--- src/rtl/fifo_axis_packetizer.sv ---
// fifo_axis_packetizer
// Drains the read port of an async FIFO (registered-read protocol) and emits the
// words as an AXI-Stream master. Packets are closed with TLAST after PKT_LEN beats,
// or early when the FIFO has stayed idle for IDLE_TIMEOUT cycles while one word is
// held, so the downstream serializer always sees framed packets.
//
// Handshake: a beat transfers on a rising edge where o_tvalid && i_tready. Once
// o_tvalid is raised, o_tvalid, o_tdata, o_tlast and o_beat_idx stay unchanged until
// that transfer happens; o_tvalid never depends combinationally on i_tready.
module fifo_axis_packetizer #(
  parameter int DATA_W       = 8,
  parameter int PKT_LEN      = 16,
  parameter int IDLE_TIMEOUT = 8
) (
  input  logic                       i_clk,
  input  logic                       i_rst,
  output logic                       o_fifo_rd,
  input  logic [DATA_W-1:0]          i_fifo_rdata,
  input  logic                       i_fifo_empty,
  output logic                       o_tvalid,
  input  logic                       i_tready,
  output logic [DATA_W-1:0]          o_tdata,
  output logic                       o_tlast,
  output logic [$clog2(PKT_LEN)-1:0] o_beat_idx,
  output logic [1:0]                 o_dbg_state
);

  localparam int KW = $clog2(PKT_LEN);
  localparam int TW = $clog2(IDLE_TIMEOUT + 1);

  // IDLE: nothing buffered. HOLD: head known but its TLAST is still undecided.
  // SEND: head presented on the AXIS port.
  typedef enum logic [1:0] {
    ST_IDLE = 2'd0,
    ST_HOLD = 2'd1,
    ST_SEND = 2'd2
  } state_t;

  state_t            r_state;
  state_t            w_state_nxt;
  logic              r_tvalid;
  logic              r_tlast;
  logic              w_tlast_nxt;
  logic [KW-1:0]     r_k;
  logic [KW-1:0]     w_k_nxt;
  logic [TW-1:0]     r_idle;
  logic [TW-1:0]     w_idle_nxt;

  // Three-entry in-order buffer; entry 0 is the head and doubles as the output register.
  logic [DATA_W-1:0] r_mem [3];
  logic [1:0]        r_occ;
  logic [1:0]        w_occ_nxt;
  logic [1:0]        w_wr_idx;
  logic              r_inflight;

  logic              w_pop;
  logic              w_hs;
  logic              w_cap;
  logic              w_succ;
  logic              w_idle_cond;
  logic              w_expired;

  // Pop only when the buffer is guaranteed room for every word already requested.
  // Reset gates the request so nothing is popped while the block is held in reset.
  assign w_pop = !i_rst && !i_fifo_empty &&
                 (({1'b0, r_occ} + {2'b00, r_inflight}) < 3'd3);

  assign w_hs      = r_tvalid && i_tready;
  assign w_cap     = r_inflight;
  assign w_occ_nxt = r_occ + {1'b0, w_cap} - {1'b0, w_hs};
  assign w_wr_idx  = r_occ - {1'b0, w_hs};

  // Beat index of the word that will be the head after this edge.
  assign w_k_nxt = w_hs ? (r_tlast ? '0 : r_k + KW'(1)) : r_k;

  // A successor exists if it is already buffered behind the next head or is being
  // popped right now (its data lands next cycle).
  assign w_succ = (w_occ_nxt >= 2'd2) || w_pop;

  // The idle timer only runs while a lone held word has nothing coming behind it.
  assign w_idle_cond = (r_state == ST_HOLD) && (r_occ == 2'd1) && !r_inflight && i_fifo_empty;
  assign w_expired   = (r_state == ST_HOLD) && (r_idle == TW'(IDLE_TIMEOUT));

  // Next-state and TLAST decision for the head that will exist after this edge.
  always_comb begin
    w_state_nxt = r_state;
    w_tlast_nxt = r_tlast;
    if (r_state == ST_SEND && !i_tready) begin
      // presented beat not yet taken: hold everything
      w_state_nxt = ST_SEND;
      w_tlast_nxt = r_tlast;
    end else if (w_occ_nxt == 2'd0) begin
      w_state_nxt = ST_IDLE;
      w_tlast_nxt = 1'b0;
    end else if (r_state == ST_IDLE) begin
      // a word was just captured into an empty buffer; decide on the next edge
      w_state_nxt = ST_HOLD;
      w_tlast_nxt = 1'b0;
    end else if (w_k_nxt == KW'(PKT_LEN - 1)) begin
      w_state_nxt = ST_SEND;
      w_tlast_nxt = 1'b1;
    end else if (w_succ) begin
      // an arrival coinciding with timer expiry lands here first, so it wins
      w_state_nxt = ST_SEND;
      w_tlast_nxt = 1'b0;
    end else if (w_expired) begin
      w_state_nxt = ST_SEND;
      w_tlast_nxt = 1'b1;
    end else begin
      w_state_nxt = ST_HOLD;
      w_tlast_nxt = 1'b0;
    end
  end

  // Saturating idle timer; cleared whenever its qualifying condition drops.
  always_comb begin
    w_idle_nxt = '0;
    if (w_idle_cond && w_state_nxt == ST_HOLD) begin
      w_idle_nxt = (r_idle == TW'(IDLE_TIMEOUT)) ? r_idle : r_idle + TW'(1);
    end
  end

  // Packetizer FSM with registered AXIS control outputs.
  always_ff @(posedge i_clk or posedge i_rst) begin
    if (i_rst) begin
      r_state  <= ST_IDLE;
      r_tvalid <= 1'b0;
      r_tlast  <= 1'b0;
      r_k      <= '0;
      r_idle   <= '0;
    end else begin
      r_state  <= w_state_nxt;
      r_tvalid <= (w_state_nxt == ST_SEND);
      r_tlast  <= w_tlast_nxt;
      r_k      <= w_k_nxt;
      r_idle   <= w_idle_nxt;
    end
  end

  // Buffer storage: shift on handshake, append the captured FIFO word behind the rest.
  always_ff @(posedge i_clk or posedge i_rst) begin
    if (i_rst) begin
      for (int i = 0; i < 3; i++) begin
        r_mem[i] <= '0;
      end
      r_occ      <= 2'd0;
      r_inflight <= 1'b0;
    end else begin
      r_inflight <= w_pop;
      r_occ      <= w_occ_nxt;
      if (w_hs) begin
        r_mem[0] <= r_mem[1];
        r_mem[1] <= r_mem[2];
      end
      if (w_cap) begin
        r_mem[w_wr_idx] <= i_fifo_rdata;
      end
    end
  end

  assign o_fifo_rd   = w_pop;
  assign o_tvalid    = r_tvalid;
  assign o_tdata     = r_mem[0];
  assign o_tlast     = r_tlast;
  assign o_beat_idx  = r_k;
  assign o_dbg_state = r_state;

endmodule

--- config.mk ---
export PLATFORM = sky130hd
export DESIGN_NAME = fifo_axis_packetizer
export DESIGN_NICKNAME = d
export VERILOG_FILES = /design/src/rtl/fifo_axis_packetizer.sv
export SDC_FILE = /design/constraint.sdc
export NUM_CORES = 1
export LEC_CHECK = 0
export BUFFER_PORTS_ARGS = -buffer_cell sky130_fd_sc_hd__buf_2
export CAP_MARGIN = 10
export CORE_MARGIN = 2
export CORE_UTILIZATION = 40
export DETAILED_ROUTE_END_ITERATION = 10
export MAX_ROUTING_LAYER = met4
export SLEW_MARGIN = 20
export SYNTH_ARGS = -nofsm -noshare
export SYNTH_HDL_FRONTEND = slang
export SYNTH_SLANG_ARGS = --single-unit
--- constraint.sdc ---
create_clock -name i_clk -period 3.8 [get_ports i_clk]
set_input_delay 0.38 -clock i_clk [delete_from_list [all_inputs] [get_ports i_clk]]
set_output_delay 0.38 -clock i_clk [all_outputs]
set_load 0.05 [all_outputs]
==> results.py <==
metrics = {
    "outcome": {
        "outcome": "finished clean",
    },
    "routing": {
        "wl_per_cell_um": 12.6,
        "drtIter0Drc": 91,
        "vias": 1337,
        "drt-total-wl_um": 3430,
        "drt_pass1_iterations": 4,
        "vias_per_cell": 4.90,
        "drc": 0,
        "ant_nets": 0,
    },
    "power_and_ir_drop": {
        "ir_drop_uv": 384,
        "power_mw": 2.08,
        "power.switching_mw": 0.914,
        "p_per_area_mw_per_mm2": 928,
        "clock_power_share": 0.169,
        "switching_share": 0.440,
        "p_int_mw": 1.16,
        "seqPwrFrac": 0.352,
        "p_leak_nw": 1.10,
        "comb_power_share": 0.479,
    },
    "timing": {
        "relSlewSlack": 0.414,
        "final.period_utilization": 0.743,
        "fmax_mhz": 354,
        "fin_crit_ns": 2.82,
        "finalHoldViolCount": 0,
        "rsz0062_at_grt": "false",
        "worstMarginPinSlew_ns": 0.876,
        "setup_tns_ns": 0,
        "setup_viol": 0,
        "finalMaxSlewViolations": 0,
        "whs_ns": 0.0469,
        "timing.final.ws_setup_ns": 0.977,
        "fin_worst_skew_ns": 0.00784,
    },
    "placement": {
        "gp_congestion": 0.743,
        "dpl_worst_slack_ns": 1.24,
        "dp.final_hpwl_um": 2410,
        "io_buffers": 28,
    },
    "yosys": {
        "ys_warn_count": 0,
        "synth_top_area_frac": 0.496,
        "synth_seq_area_share": 0.496,
        "synth_edf_count": 0,
        "avgSynthCellArea_um2": 10.8,
        "ys_seq_elements": 39,
        "syn-instance-count": 182,
        "yosys.area.top_type": "dfrtp_1",
        "ys.flop_type": "dfrtp_1",
        "synth.distinct_cells": 38,
        "synth_fp_nets": 201,
        "synth.area.top_cells": "dfrtp_1 (50%), mux2i_1 (8.1%), mux2_1 (4.6%), ha_1 (4.5%), buf_4 (3.1%)",
        "netlist_area_mm2": 0.00197,
        "synthArstFlopShare": 1.00,
    },
    "floorplan": {
        "core_mm2": 0.00472,
        "ios": 29,
        "die_x_um": 74.1,
        "die_h_um": 74.1,
        "start_util": 0.417,
        "num_rows": 25,
        "die-area_mm2": 0.00550,
    },
    "finish": {
        "final_cell_mix": "dfrtp_1 (39), buf_2 (28), mux2i_1 (16)",
        "utilization": 0.474,
        "drive_gt1_frac": 0.228,
        "nNetsFinal": 224,
        "area_growth_pct": 13.7,
        "antenna_cells": 0,
        "final_common_cell": "dfrtp_1",
    },
    "setup_path": {
        "cp_data_required_time_ns": 3.42,
        "crit_type": "flip-flop to output port",
        "cp_max_fo": 7,
        "worst_ep_arrival_time_ns": 2.44,
        "critPathLaunchType": "flip-flop",
        "worstSetupEndpointType": "output port",
    },
    "hold_path": {
        "min_path_type": "input pin to async pin",
    },
    "clock_network": {
        "path_clk_slew_ns": 0.07,
        "numCtsBuffers": 5,
        "cts_resized": 0,
        "h-tree-depth": 2,
        "clk_latency_ns": 0.28,
        "cts_max_path_buffers": 2,
        "ctsHoldBuffers": 0,
        "root_buffer": "clkbuf_8",
        "post_cts_buffers": 0,
        "cts_tree": "built",
        "cts_sinks": 39,
    },
    "global_routing": {
        "grt_pass1_wl_um": 5730,
        "grt_max_degree": 33,
        "antenna_found_initial": 0,
        "grt_pass1_vias": 1212,
        "grt_overflow": 0,
        "grt_usage": 0.143,
    },
    "flow_run": {
        "max-cap-violations": 0,
    },
}
[power groups by stage]
stage / Sequential (mW) / Combinational (mW) / Clock, mW
floorplan: 0.857 / 0.727 / 0
global placement: 0.739 / 0.996 / 0
finish: 0.731 / 0.996 / 0.350
detailed placement: 0.739 / 1.00 / 0
CTS: 0.732 / 1.01 / 0.364
global route: 0.759 / 1.10 / 0.385
[through the flow]
| step | instance area, um^2 | std cells |
|---|---|---|
| 2_1_floorplan | 1970 | 182 |
| 3_3_place_gp | 2120 | 265 |
| 3_5_place_dp | 2120 | 265 |
| 4_1_cts | 2240 | 273 |
| 5_1_grt | 2240 | 273 |
| 6_report | 2240 | 273 |
[worst max-delay path, stage by stage (launching register included)]
cell and delay, ns:
dfrtp_1 0.45, ha_1 0.22, ha_1 0.27, a2111oi_1 0.82, buf_2 0.40
[synth_stat cells (2+ instances only)]
cell	n
dfrtp_1	39
mux2i_1	16
nand2_1	15
nor2_1	13
a21oi_1	11
buf_4	8
mux2_1	8
o21ai_1	8
ha_1	7
inv_1	6
nand3b_1	5
nor3_1	5
clkbuf_1	3
nand3_1	3
xnor2_1	3
xor2_1	3
a21o_1	2
buf_1	2
mux2_2	2
nand2b_1	2
nor2b_1	2
o21ai_0	2
o21bai_1	2
[routing by layer]
layer	vias up	global-route usage	part of all wire
met5	-	-	0
met4	0	0.0545	0.016
met3	7	0.0352	0.042
met2	20	0.198	0.43
met1	632	0.202	0.51
li1	678	-	-
[layout make-up]
| class | instances | area (um^2) |
|---|---|---|
| Clock inverter | 2 | 35.0 |
| Tap cell | 67 | 83.8 |
| Timing Repair Buffer | 29 | 148 |
| Sequential cell | 39 | 976 |
| Fill cell | 463 | 2480 |
| Clock buffer | 6 | 82.6 |
| Inverter | 7 | 26.3 |
| Multi-Input combinational cell | 123 | 887 |
[path summary, 6_finish.rpt]
kind	from	to	slack [ns]	cells after the start
max in group asynchronous	i_rst	o_tdata[2]$_DFF_PP0_	3.03	3
min in group i_clk	i_rst	r_inflight$_DFF_PP0_	0.32	2
setup / recovery	r_inflight$_DFF_PP0_	o_fifo_rd	0.98	4
hold / removal	i_rst	o_beat_idx[0]$_DFF_PP0_	0.05	2
setup reg to reg	o_tvalid$_DFF_PP0_	flip-flop	1.33	6
hold reg to reg	flip-flop	flip-flop	0.49	1
[cell families (layout without fill, tap and decap cells)]
logic type | count (synthesis) | count (layout) | synth area share
AOI/OAI and AO/OA | 31 | 31 | 0.105
xor gates and xnor gates | 6 | 6 | 0.0267
adders and majority gates | 7 | 7 | 0.0445
buffers and inverters | 20 | 44 | 0.0534
DFF | 39 | 39 | 0.496
muxes | 26 | 26 | 0.139
and+or+nand+nor | 53 | 53 | 0.136
Note: power is estimated with default switching activity, not from simulation.
